[config.mk]
export PLATFORM = sky130hd
export DESIGN_NAME = db3_2_gen
export DESIGN_NICKNAME = d
export VERILOG_FILES = /design/src/rtl/db3_2_gen.sv
export SDC_FILE = /design/constraint.sdc
export NUM_CORES = 2
export LEC_CHECK = 0
export ABC_AREA = 1
export CELL_PAD_IN_SITES_DETAIL_PLACEMENT = 1
export CELL_PAD_IN_SITES_GLOBAL_PLACEMENT = 1
export CORE_ASPECT_RATIO = 0.5
export CORE_MARGIN = 3
export CORE_UTILIZATION = 41
export DETAILED_ROUTE_END_ITERATION = 8
export GPL_ROUTABILITY_DRIVEN = 0
export PLACE_DENSITY_LB_ADDON = 0.1
export SLEW_MARGIN = 20
export SYNTH_ARGS = -nofsm -noshare
export SYNTH_HDL_FRONTEND = slang
export SYNTH_SLANG_ARGS = --single-unit
[constraint.sdc]
create_clock -name clk -period 6 [get_ports clk]
set_input_delay 0.9 -clock clk [delete_from_list [all_inputs] [get_ports clk]]
set_output_delay 0.9 -clock clk [all_outputs]
set_load 0.005 [all_outputs]
[src/rtl/db3_2_gen.sv]
// Back-propagation delta for output neuron 3_2, batch-accumulated into a bias step.
// Valid/ready: valid_in qualifies a3_2/t3_2 for one cycle each; there is no backpressure.
module db3_2_gen #(
    parameter int BATCH    = 4,
    parameter int LR_SHIFT = 2,
    parameter int ACC_W    = 24
) (
    input  logic        clk,
    input  logic        reset,
    input  logic        valid_in,
    input  logic [15:0] a3_2,
    input  logic [15:0] t3_2,
    input  logic        flush,
    output logic [15:0] db3_2,
    output logic        update,
    output logic        busy,
    output logic [7:0]  count
);

    localparam logic signed [ACC_W-1:0] ACC_MAX = {1'b0, {(ACC_W-1){1'b1}}};
    localparam logic signed [ACC_W-1:0] ACC_MIN = {1'b1, {(ACC_W-1){1'b0}}};
    localparam logic signed [ACC_W:0]   POS16   = 32767;
    localparam logic signed [ACC_W:0]   NEG16   = -32768;
    localparam logic [7:0]              BATCH_C = 8'(BATCH);

    function automatic logic signed [15:0] sat16(input logic signed [32:0] x);
        if (x > 33'sd32767)       return 16'sh7fff;
        else if (x < -33'sd32768) return 16'sh8000;
        else                      return x[15:0];
    endfunction

    logic               v1, v2, v3;
    logic signed [16:0] e1, oma1, e2;
    logic signed [15:0] a1, p2, d3;
    logic signed [ACC_W-1:0] acc;
    logic               flush_pend;

    logic signed [32:0]    prod_ao, prod_ep;
    logic signed [ACC_W:0] acc_sum;
    logic signed [ACC_W-1:0] acc_add, acc_shift;
    logic signed [ACC_W:0] neg;
    logic [15:0]           db_next;
    logic [7:0]            count_add;
    logic                  full, flush_fire, emit;

    assign busy = v1 | v2 | v3;

    always_comb begin
        // Operands are pre-extended to the product width so the low 33 bits are exact.
        prod_ao = {{17{a1[15]}}, a1} * {{16{oma1[16]}}, oma1};
        prod_ep = {{16{e2[16]}}, e2} * {{17{p2[15]}}, p2};

        acc_sum = {acc[ACC_W-1], acc} + {{(ACC_W+1-16){d3[15]}}, d3};
        acc_add = acc;
        if (v3) begin
            if (acc_sum[ACC_W] != acc_sum[ACC_W-1])
                acc_add = acc_sum[ACC_W] ? ACC_MIN : ACC_MAX;
            else
                acc_add = acc_sum[ACC_W-1:0];
        end
        count_add = v3 ? count + 8'd1 : count;

        full       = v3 && (count_add == BATCH_C);
        flush_fire = flush_pend && !busy && !v3;
        emit       = full || (flush_fire && (count != 8'd0));

        acc_shift = acc_add >>> LR_SHIFT;
        neg       = -{acc_shift[ACC_W-1], acc_shift};
        if (neg > POS16)      db_next = 16'h7fff;
        else if (neg < NEG16) db_next = 16'h8000;
        else                  db_next = neg[15:0];
    end

    always_ff @(posedge clk) begin
        if (reset) begin
            v1         <= 1'b0;
            v2         <= 1'b0;
            v3         <= 1'b0;
            e1         <= '0;
            oma1       <= '0;
            a1         <= '0;
            e2         <= '0;
            p2         <= '0;
            d3         <= '0;
            acc        <= '0;
            count      <= '0;
            db3_2      <= '0;
            update     <= 1'b0;
            flush_pend <= 1'b0;
        end else begin
            v1 <= valid_in;
            if (valid_in) begin
                e1   <= {a3_2[15], a3_2} - {t3_2[15], t3_2};
                oma1 <= 17'sh00400 - {a3_2[15], a3_2};
                a1   <= a3_2;
            end

            v2 <= v1;
            if (v1) begin
                p2 <= sat16(prod_ao >>> 10);
                e2 <= e1;
            end

            v3 <= v2;
            if (v2)
                d3 <= sat16(prod_ep >>> 10);

            update <= emit;
            if (emit) begin
                db3_2 <= db_next;
                acc   <= '0;
                count <= '0;
            end else begin
                acc   <= acc_add;
                count <= count_add;
            end

            // A flush seen on the firing cycle stays pending and applies to the new batch.
            flush_pend <= flush || (flush_pend && !flush_fire);
        end
    end

endmodule

==> reports/metrics.yaml <==
run_status:
  status: "complete, but fails checks"
  failed_checks: "setup timing"
route:
  drc: 0
  viasPerCell: 4.88
  vias: 25600
  firstDrtPassIters: 5
  ant_nets: 0
  wl_per_cell_um: 17.4
  dr.first_iter.drc_count: 969
  routed_wl_mm: 91.0
min_path:
  min_path_cells: 2
  min_from: "db3_2[11]$_SDFFE_PP0P_"
  hold_path_class: "flip-flop to flip-flop"
  hold_end: "db3_2[11]$_SDFFE_PP0P_"
synth:
  synthXorXnorAreaFrac_pct: 3.41
  synth_cell_types: 46
  synth_top_cells_by_area: "fa_1, inv_1, nand2_1"
  netlist_area_um2: 29800
  avgSynthCellArea_um2: 7.48
  synth_top_family_by_area: "adder cells"
  synth_seq_area_share_pct: 10.2
  synth_fa_ha_area_share_pct: 45.8
  synth-simple-area-share_pct: 18.8
  synth_most_common_cell: "inv_1"
  synth-edff-count: 0
  synth-async-reset-ratio_pct: 0
  muxShareOfSynthArea_pct: 0
  synth_top_area_share_pct: 37.1
  ys_warn_count: 0
  synthTopCellsByCount: "inv_1, nand2_1, fa_1"
  synth-compound-area-share_pct: 6.39
  synthCells: 3980
  yosys_most_used_dff: "dfxtp_1"
  synth_nets: 4775
  yosys.area.top_type: "fa_1"
  synth-seq-cells: 151
sta:
  slew_viol_final: 0
  maxSlewHeadroom_pct: 35.8
  rsz0062_at_grt: "true"
  post-route-min-period_ns: 6.51
  tightest_slew_ns: 0.962
  fmax_mhz: 154
  setup_viol: 31
  fin_ws_ns: -0.515
  hold_viol: 0
  skew_ns: 0.0237
  timing.final.crit_share_pct: 109
cts:
  cts_tree: "done"
  clock_sinks: 151
  clk_latency_ns: 0.47
  cts_buffers: 17
  holdBufCountCts: 0
  path_clk_slew_ns: 0.07
  htree_levels: 4
  ctsLongestPathBuffers: 2
  cts-root-buf: "clkbuf_16"
global_route:
  gr-total-overflow: 0
  antenna_found_initial: 0
  grt_pass1_vias: 28700
  grt_pass1_wl_mm: 148
  grt.total_usage_pct: 23.9
  grt_max_degree: 58
setup_path:
  cp_max_fo: 7
  rr_worst_depth: 29
  critical_path.endpoint_type: "flip-flop"
  worst_path_max_delay_cell: "fa_2"
  start_kind: "flip-flop"
  cp_top_family: "adder cells"
  critical_path_arrival_ns: 6.86
  r2r_start: "p2[6]$_SDFFE_PP0P_"
  slowest_delay_ns: 0.58
  cp.required_ns: 6.34
  criticalPathCategory: "flip-flop to flip-flop"
  rr_endpoint: "d3[1]$_SDFFE_PP0P_"
  cp_num_buf_inv: 8
  reg2reg_slack_ns: -0.51
die:
  start_util_pct: 41.7
  row_count: 69
  pin_count: 62
  die_y_um: 197
  core_area_um2: 71500
  die-area_um2: 76100
  die_w_um: 387
pwr:
  vdd_drop_max_uv: 216
  leakagePower_nw: 20.3
  power.density_nw_per_um2: 211
run:
  maxCapViolations: 0
place:
  io_buffers: 61
  dpl.hpwl_mm: 75.4
  pre_cts_ws_ns: -0.673
cells_and_area:
  drive_gt1_share_pct: 18.9
  diodes: 0
  final_util_pct: 51.2
  nets: 5066
  area_growth_pct: 23.0
## layout make-up
class	count	area, um^2
Multi-Input combinational cell	2616	23700
Timing Repair Buffer	445	4050
Clock inverter	15	178
Clock buffer	17	425
Sequential cell	151	3150
Fill cell	8786	34900
Tap cell	958	1200
Inverter	1040	3910
## cell families (layout without fill, tap and decap cells)
kind of cell / Yosys count / after routing
xor gates and xnor gates: 116 / 116
buffers and inverters: 1214 / 1517
AOI/OAI and AO/OA: 354 / 354
adders and majority gates: 759 / 759
and+or+nand+nor: 1386 / 1387
DFF: 151 / 151
## worst register-to-register path: cells and delay by family (launching register included)
kind	cells	cell delay (ns)
flip-flops	1	0.40
adder cells (fa/ha/maj)	7	3.29
buffers and inverters	8	0.63
XOR/XNOR	1	0.27
AO/OA/AOI/OAI	5	1.00
AND/OR/NAND/NOR	8	0.82
## registers in the layout (all words and copies together) (netlist names), 8 cells and up
register  flops
acc          24
db3_2        16
d3           16
a1           15
e2           17
e1           17
oma1         17
p2           16
count         8
## layer usage
| layer | up-vias | wire, um | GRT usage (%) | share of wire (%) |
|---|---|---|---|---|
| met3 | 117 | 2540 | 2.49 | 2.8 |
| met5 | - | 0 | 0 | 0 |
| li1 | 12200 | - | - | - |
| met1 | 13000 | 40100 | 30.7 | 44 |
| met4 | 0 | 1890 | 5.32 | 2.1 |
| met2 | 301 | 46500 | 43.7 | 51 |
## cell usage in the layout, fill, tap and decap left out, types with 59 or more instances in the layout
master / Yosys / routed
inv_1: 1037 / 993
dfxtp_1: 151 / 100
a21oi_1: 169 / 110
clkdlybuf4s50_1: 0 / 59
xor2_1: 70 / 61
nand2_1: 925 / 880
nor2_1: 270 / 245
o21ai_0: 129 / 113
nand3_1: 75 / 63
buf_4: 0 / 328
fa_1: 552 / 525
ha_1: 207 / 175
## power breakdown
group | switching [mW] | internal (mW) | leakage, nW
clock | 0.518 | 0.631 | 0.300
combinational | 3.05 | 2.36 | 18.7
sequential | 0.104 | 1.07 | 1.26
total | 3.67 | 4.07 | 20.3
## worst max-delay path by stage
| stage | from | cells past startpoint | slack [ns] | endpoint |
|---|---|---|---|---|
| finish | p2[6]$_SDFFE_PP0P_ | 29 | -0.51 | d3[1]$_SDFFE_PP0P_ |
| global route | p2[6]$_SDFFE_PP0P_ | 30 | -0.77 | d3[1]$_SDFFE_PP0P_ |
| CTS | p2[4]$_SDFFE_PP0P_ | 28 | -0.29 | d3[14]$_SDFFE_PP0P_ |
| detailed placement | p2[5]$_SDFFE_PP0P_ | 27 | -0.67 | d3[7]$_SDFFE_PP0P_ |
| global placement | e2[6]$_SDFFE_PP0P_ | 25 | -0.54 | d3[8]$_SDFFE_PP0P_ |
| floorplan | p2[4]$_SDFFE_PP0P_ | 32 | -0.04 | d3[4]$_SDFFE_PP0P_ |
## timing repair
action / 4_1_cts / 5_1_grt
setup endpoints to repair: 32 / 32
gates resized for setup: 207 / 230
setup buffers: 25 / 31
pin swaps: 74 / 105
gates cloned: 2 / 3
## metrics by stage
step	cells	hold WS (ns)	total power, mW	cell area [um^2]	TNS, ns
2_1_floorplan	3980	0.442	3.92	30500	-0.238
3_3_place_gp	5151	0.440	5.46	33900	-14.82
3_5_place_dp	5151	0.446	5.59	33900	-19.36
4_1_cts	5208	0.464	7.16	35500	-6.59
5_1_grt	5242	0.485	8.40	36600	-18.98
6_report	5242	0.457	7.74	36600	-10.34
(Power assumes the default switching activity.)
